<file path="src/rtl/mem_map_pkg.sv">
// rtl/mem_map_pkg.sv - memory map constants, region encoding and sequencer state type
package mem_map_pkg;

    localparam logic [1:0]  RAM_TAG  = 2'b11;
    localparam logic [12:0] ROM_BASE = 13'h0000;
    localparam logic [12:0] RAM_BASE = 13'h1800;

    typedef enum logic {
        REGION_ROM = 1'b0,
        REGION_RAM = 1'b1
    } region_t;

    typedef logic [1:0] state_t;

    localparam state_t ST_IDLE   = 2'd0;
    localparam state_t ST_ACCESS = 2'd1;
    localparam state_t ST_RESP   = 2'd2;

endpackage

</file>
<file path="src/rtl/mem_region_decode.sv">
// rtl/mem_region_decode.sv - address tag to region and one-hot macro select decoder
module mem_region_decode
    import mem_map_pkg::*;
(
    input  logic [1:0] addr_tag,
    output logic       region,
    output logic       rom_hit,
    output logic       ram_hit
);

    // Only the top tag picks RAM; everything else falls into ROM, so there is no hole.
    assign ram_hit = (addr_tag == RAM_TAG);
    assign rom_hit = ~ram_hit;
    assign region  = ram_hit ? REGION_RAM : REGION_ROM;

endmodule

</file>
<file path="src/rtl/mem_access_sequencer.sv">
// rtl/mem_access_sequencer.sv - single-outstanding load/store sequencer for ROM/RAM macros
module mem_access_sequencer
    import mem_map_pkg::*;
#(
    parameter int          ADDR_W   = 13,
    parameter int          DATA_W   = 32,
    parameter int unsigned ROM_WAIT = 2,
    parameter int unsigned RAM_WAIT = 1
) (
    input  logic              clk,
    input  logic              rst,
    input  logic              req_valid,
    output logic              req_ready,
    input  logic [ADDR_W-1:0] req_addr,
    input  logic              req_we,
    input  logic [DATA_W-1:0] req_wdata,
    output logic              rsp_valid,
    input  logic              rsp_ready,
    output logic [DATA_W-1:0] rsp_rdata,
    output logic              rsp_err,
    output logic [ADDR_W-1:0] mem_addr,
    output logic [DATA_W-1:0] mem_wdata,
    output logic              rom_sel,
    output logic              ram_sel,
    output logic              ram_we,
    input  logic [DATA_W-1:0] rom_rdata,
    input  logic [DATA_W-1:0] ram_rdata
);

    generate
        if (ROM_WAIT > 15 || RAM_WAIT > 15) begin : g_bad_wait
            $error("mem_access_sequencer: ROM_WAIT and RAM_WAIT must be in 0..15");
        end
    endgenerate

    localparam logic [3:0] ROM_WAIT_C = ROM_WAIT[3:0];
    localparam logic [3:0] RAM_WAIT_C = RAM_WAIT[3:0];

    state_t     state;
    logic [3:0] cnt;
    logic       region_q;
    logic       we_q;
    logic       dec_region;
    logic       dec_rom;
    logic       dec_ram;

    mem_region_decode u_decode (
        .addr_tag (req_addr[ADDR_W-1:ADDR_W-2]),
        .region   (dec_region),
        .rom_hit  (dec_rom),
        .ram_hit  (dec_ram)
    );

    assign req_ready = (state == ST_IDLE);
    assign rsp_valid = (state == ST_RESP);
    assign rom_sel   = (state == ST_ACCESS) && (region_q == REGION_ROM);
    assign ram_sel   = (state == ST_ACCESS) && (region_q == REGION_RAM);
    // Write strobe lands on the last access cycle so the macro sees a settled address.
    assign ram_we    = ram_sel && we_q && (cnt == 4'd0);

    always_ff @(posedge clk) begin
        if (rst) begin
            state     <= ST_IDLE;
            cnt       <= 4'd0;
            region_q  <= REGION_ROM;
            we_q      <= 1'b0;
            mem_addr  <= '0;
            mem_wdata <= '0;
            rsp_rdata <= '0;
            rsp_err   <= 1'b0;
        end else begin
            case (state)
                ST_IDLE: begin
                    if (req_valid) begin
                        mem_addr  <= req_addr;
                        mem_wdata <= req_wdata;
                        we_q      <= req_we;
                        region_q  <= dec_region;
                        cnt       <= dec_ram ? RAM_WAIT_C : ROM_WAIT_C;
                        // A ROM store never touches the macro; answer with an error straight away.
                        if (dec_rom && req_we) begin
                            rsp_err   <= 1'b1;
                            rsp_rdata <= '0;
                            state     <= ST_RESP;
                        end else begin
                            state     <= ST_ACCESS;
                        end
                    end
                end
                ST_ACCESS: begin
                    if (cnt == 4'd0) begin
                        if (we_q) begin
                            rsp_rdata <= '0;
                        end else if (region_q == REGION_RAM) begin
                            rsp_rdata <= ram_rdata;
                        end else begin
                            rsp_rdata <= rom_rdata;
                        end
                        rsp_err <= 1'b0;
                        state   <= ST_RESP;
                    end else begin
                        cnt <= cnt - 4'd1;
                    end
                end
                ST_RESP: begin
                    if (rsp_ready) begin
                        state <= ST_IDLE;
                    end
                end
                default: state <= ST_IDLE;
            endcase
        end
    end

endmodule
</file>
<file path="config.mk">
export PLATFORM = sky130hd
export DESIGN_NAME = mem_access_sequencer
export DESIGN_NICKNAME = d
export VERILOG_FILES = /design/src/rtl/mem_map_pkg.sv /design/src/rtl/mem_region_decode.sv /design/src/rtl/mem_access_sequencer.sv
export SDC_FILE = /design/constraint.sdc
export NUM_CORES = 1
export LEC_CHECK = 0
export BUFFER_PORTS_ARGS = -buffer_cell sky130_fd_sc_hd__buf_2
export CELL_PAD_IN_SITES_DETAIL_PLACEMENT = 1
export CELL_PAD_IN_SITES_GLOBAL_PLACEMENT = 1
export CORE_ASPECT_RATIO = 1.25
export CORE_UTILIZATION = 31
export CTS_CLUSTER_SIZE = 24
export DETAILED_ROUTE_END_ITERATION = 8
export GPL_ROUTABILITY_DRIVEN = 0
export PLACE_DENSITY_LB_ADDON = 0.1
export RECOVER_POWER = 100
export REMOVE_ABC_BUFFERS = 1
export SETUP_SLACK_MARGIN = 0.3
export SLEW_MARGIN = 40
export SYNTH_ARGS = -nofsm -noshare
export SYNTH_HDL_FRONTEND = slang
export SYNTH_SLANG_ARGS = --single-unit
</file>
<file path="constraint.sdc">
create_clock -name clk -period 2.2 [get_ports clk]
set_input_delay 0.11 -clock clk [delete_from_list [all_inputs] [get_ports clk]]
set_output_delay 0.11 -clock clk [all_outputs]
set_load 0.05 [all_outputs]
</file>
* Yosys cells after proc, flatten, opt, wreduce, memory -nomap -nowiden
Cells that the tools add are included.
** Word-level totals
- Register bits after elaboration :: 86
- Bits of input ports :: 114
- Output and inout bits :: 83
- Logic and storage cells :: 51
** Operators by class
- $add $sub $neg :: 1
- Eq/ne operators :: 8
- Multiplexer cells :: 20
- Bitwise gates (word level) :: 2
- Reduce and logical (&&, ||, !) cells :: 12
** Operators with widths (count)
- 32-bit 2-to-1 mux :: 5
- 32-bit one-hot mux with 2 select lines :: 1
- 2-bit 2-to-1 mux :: 5
- 4-bit 2-to-1 mux :: 2
- 4-bit one-hot mux with 2 select lines :: 1
- 2-bit by 1-bit inequality test with 1-bit output, second input constant :: 3
- 2-bit one-hot mux with 3 select lines :: 1
- 3-bit AND reduction :: 2
- 1-bit logical AND :: 5
- 2-bit equality test, second input constant :: 2
- 4-bit zero test :: 1
- 1-bit 2-to-1 mux :: 4
- 2-bit inequality test, second input constant :: 2
- 4-bit AND reduction :: 1
- 4-bit by 1-bit subtractor with 4-bit output, second input constant :: 1
- 2-bit by 1-bit equality test with 1-bit output, second input constant :: 1
- 2-bit zero test :: 1
- 1-bit NOT :: 2
- 1-bit one-hot mux with 2 select lines :: 1
- 2-bit AND reduction :: 1
- 2-bit nonzero test :: 1

* Longest topological paths before layout
- Depth after elaboration :: 6
- Mapped depth :: 8
- Depth with buffers taken out :: 6

* Modules after synthesis
A second synthesis with hierarchy kept.
** Unflattened totals
- Cells, all modules :: 405
- Area, all modules :: 3773.6 um^2
** Modules (own cells, without submodules)
- mem_access_sequencer :: instances 1, cells each 402, area each 3756.1 um^2, seq. area each 1721.7 um^2
- mem_region_decode :: instances 1, cells each 3, area each 17.5 um^2, seq. area each 0.0 um^2

* Worst setup path before layout
OpenSTA, ideal clock, no wires.
- Kind :: reg2out
- From :: register region_q
- To :: output port ram_we
- Arrival :: 2.120 ns
- Data required time :: 2.090 ns
- Setup slack :: -0.030 ns
- Cell stages (with the launch flop) :: 6
- Path buffers :: 2
- Cells stage by stage :: dfxtp_1 -> buf_2 -> buf_1 -> inv_1 -> nor2_1 -> and3_1
** On the way
- Longest elaborated chain between the ends :: 3
** Ends and longest elaborated chain
- start, declared :: line mem_access_sequencer.sv:41 : logic region_q;
- start signal, assigned :: line mem_access_sequencer.sv:78 : region_q <= dec_region;
- 1-bit logical AND :: line mem_access_sequencer.sv:57 : assign ram_sel = (state == ST_ACCESS) && (region_q == REGION_RAM);
- net ram_sel :: line mem_access_sequencer.sv:24 : output logic ram_sel,
- 1-bit logical AND (2 in a row) :: line mem_access_sequencer.sv:59 : assign ram_we = ram_sel && we_q && (cnt == 4'd0);
- end, declared :: line mem_access_sequencer.sv:25 : output logic ram_we,
The timed path passes the listed nets, and every way through them passes these cells.

* Worst setup path after layout
- From :: register cnt[0]
- To :: register rsp_rdata[22]
** On the way
- Longest elaborated chain between the ends :: 3
** Ends and longest elaborated chain
- start, declared :: line mem_access_sequencer.sv:40 : logic [3:0] cnt;
- start signal, assigned :: line mem_access_sequencer.sv:79 : cnt <= dec_ram ? RAM_WAIT_C : ROM_WAIT_C;
- start signal, assigned :: line mem_access_sequencer.sv:102 : cnt <= cnt - 4'd1;
- 4-bit zero test :: line mem_access_sequencer.sv:91 : if (cnt == 4'd0) begin
- 2-bit by 1-bit inequality test with 1-bit output (no source line)
- 4-bit AND reduction (no source line)
- end signal, assigned :: line mem_access_sequencer.sv:95 : rsp_rdata <= ram_rdata;
- end signal, assigned :: line mem_access_sequencer.sv:97 : rsp_rdata <= rom_rdata;
- end, declared :: line mem_access_sequencer.sv:19 : output logic [DATA_W-1:0] rsp_rdata,
No other way between the ends.
A chain may end at the register's enable or synchronous reset.

==> results_dict.tcl <==
set metrics [dict create \
    setup_tns_ns 0 \
    start_util 0.317 \
    crit_arrival_ns 2.16 \
    fillCellCount 1476 \
    p_per_area_nw_per_um2 806 \
    root_buffer "clkbuf_16" \
    worstHoldStart "req_wdata[6]" \
    crit_path_end_kind "flop" \
    cts.sinks 86 \
    yosysSeqAreaShare 0.470 \
    clk_latency_ns 0.34 \
    wl_met1_um 5100 \
    combPwrFrac 0.241 \
    fin_nets 752 \
    grt_pass1_wl_um 16500 \
    ys_ff_latch 86 \
    antenna_cells 0 \
    drv_slew 0 \
    synth_area_per_cell_sq_um 8.34 \
    drc 0 \
    pin_count 197 \
    wl_um 11300 \
    rr_endpoint "rsp_rdata[22]" \
    tritoncts "built" \
    grt_max_degree 70 \
    dieArea_sq_um 12300 \
    max_slew.worst_pin.slew_ns 0.654 \
    chipHeight_um 124 \
    layout_commonest_cell "buf_2" \
    min_period_ns 1.90 \
    area_growth_pct 41.1 \
    dp_hpwl_um 7120 \
    num_rows 44 \
    clk_pin_slew_ns 0.07 \
    maxSlewHeadroom 0.566 \
    reg2reg_slack_ns 0.30 \
    layout_common_cells "114 x buf_2, 97 x nand2_1, 86 x dfxtp_1" \
    cts_buffer_depth 2 \
    hold_depth 3 \
    drv_cap 0 \
    met3_length_um 736 \
    place_inst 745 \
    p_int_mw 2.81 \
    cp_data_required_time_ns 2.46 \
    topRoutingLayerUsed "met4" \
    overflow 0 \
    r2r_start "cnt[0]" \
    htreeDepth 3 \
    worst-path-max-fanout 16 \
    first_pass_iters 4 \
    p_clk_frac 0.348 \
    drt-vias-per-instance 4.81 \
    hold_path_end "mem_wdata[6]" \
    postSynthCellCount 439 \
    r2r_cells 8 \
    numPortBuffers 196 \
    stdcell_count 779 \
    cts_made_buffers 9 \
    leakagePower_nw 2.07 \
    route.vias.total 3744 \
    wire_per_inst_um 14.5 \
    rsz0062_at_grt "no" \
    hold_violations 0 \
    synth_area_sq_um 3660 \
    critPathLaunchType "flop" \
    setup-violations-final 0 \
    seqPwrFrac 0.411 \
    ys_warn_count 0 \
    coreArea_sq_um 11600 \
    outcome "finished, final reports clean" \
    drt_iter0_drc 73 \
    irDropWorstVdd_mv 0.381 \
    sw_frac_of_total 0.324 \
    synth_cell_types 31 \
    met2WireLength_um 5300 \
    antenna_found_initial 0 \
    final_antenna_net_count 0 \
    fmax_mhz 526 \
    skew_ns 0.00792 \
    final_util 0.447 \
    layout-drive-gt1-share 0.276 \
    chipWidth_um 99.2 \
    path_class "flop to flop" \
    hold_path_class "input port to flop" \
    track_usage 0.170 \
    fin_crit_sh 0.864 \
    grt_pass1_vias 3564 \
    p_sw_mw 1.35 \
]
## through the flow
stage	hold WS, ns	setup slack (ns)	cell area, sq um	total power, mW
floorplan	0.179	-1.36	3480	2.34
global placement	0.352	0.453	4760	2.67
detailed placement	0.358	0.341	4760	2.69
CTS	0.0000238	0.317	5180	4.19
global route	0.00511	0.159	5160	4.37
finish	0.00912	0.298	5160	4.16
## worst max-delay path, stage by stage, from the launching register on
cell       delay (ns)
dfxtp_1          0.34
inv_1            0.10
ha_1             0.18
or3b_1           0.40
o22ai_1          0.29
buf_12           0.18
clkbuf_16        0.17
nand3_1          0.08
o21ai_0          0.09
## area by class of cell
class | count | area, sq um | share of cell area
Clock inverter | 5 | 33.8 | 0.00654
Multi-Input combinational cell | 312 | 1750 | 0.338
Inverter | 6 | 22.5 | 0.00436
Timing Repair Buffer | 221 | 1210 | 0.235
Tap cell | 138 | 173 | 0.0334
Sequential cell | 86 | 1720 | 0.333
Clock buffer | 11 | 253 | 0.0489
## sequential cells by signal, indices dropped and copies added, names as in the netlist
| signal | flops |
|---|---|
| mem_wdata | 32 |
| rsp_rdata | 32 |
| mem_addr | 13 |
| cnt | 4 |
| state | 2 |
| region_q | 1 |
| rsp_err | 1 |
| we_q | 1 |
## routing by layer
metal | global-route usage | vias to the layer above
li1 | - | 1855
met1 | 0.206 | 1736
met2 | 0.282 | 143
met3 | 0.0571 | 10
met4 | 0.0579 | 0
met5 | 0 | -
## power groups by stage
stage	registers [mW]	logic, mW	clock network, mW
floorplan	2.01	0.333	0
global placement	1.73	0.934	0
detailed placement	1.74	0.951	0
CTS	1.71	0.976	1.51
global route	1.72	1.09	1.56
finish	1.71	1.00	1.45
## cell families after synthesis
kind of cell | after synthesis | synth area share
simple gates | 188 | 0.238
compound gates | 87 | 0.124
flops | 86 | 0.470
buf+inv | 41 | 0.0543
mux | 35 | 0.107
fa+ha+maj | 2 | 0.00683
## Yosys cell counts, drive strengths merged
| cell type | instances | area, sq um |
|---|---|---|
| inv | 6 | 22.5 |
| a21oi | 50 | 250 |
| ha | 2 | 25.0 |
| mux2i | 3 | 30.0 |
| nor3b | 2 | 15.0 |
| nor3 | 4 | 25.0 |
| buf | 15 | 98.8 |
| o211ai | 1 | 7.51 |
| or3 | 2 | 12.5 |
| o21ai | 32 | 160 |
| or3b | 2 | 17.5 |
| dfxtp | 86 | 1720 |
| clkbuf | 20 | 77.6 |
| o22ai | 1 | 12.5 |
| mux2 | 32 | 360 |
| nand2b | 34 | 213 |
| nor2b | 1 | 6.26 |
| a211oi | 1 | 7.51 |
| and3 | 1 | 6.26 |
| a31oi | 1 | 6.26 |
| nand3 | 34 | 170 |
| nor2 | 11 | 41.3 |
| a21bo | 1 | 10.0 |
| nand2 | 97 | 364 |
## repair_timing
item,4_1_cts,5_1_grt
pin swaps,0,1
endpoints found under the setup margin,1,33
hold buffers,13,0
buffers inserted,0,1
hold endpoints to repair,13,0
gates cloned,0,4
gates resized for setup,1,2
## worst max path at each step
stage / slack, ns / to / cells after the start / startpoint
floorplan: -1.36 / cnt[0] / 3 / state[0]
global placement: 0.45 / rsp_rdata[1] / 7 / cnt[0]
detailed placement: 0.34 / rsp_rdata[14] / 7 / cnt[0]
CTS: 0.32 / rsp_rdata[14] / 7 / cnt[0]
global route: 0.16 / ram_we / 5 / cnt[0]
finish: 0.30 / rsp_rdata[22] / 8 / cnt[0]
Power figures use the tool's default switching activity.
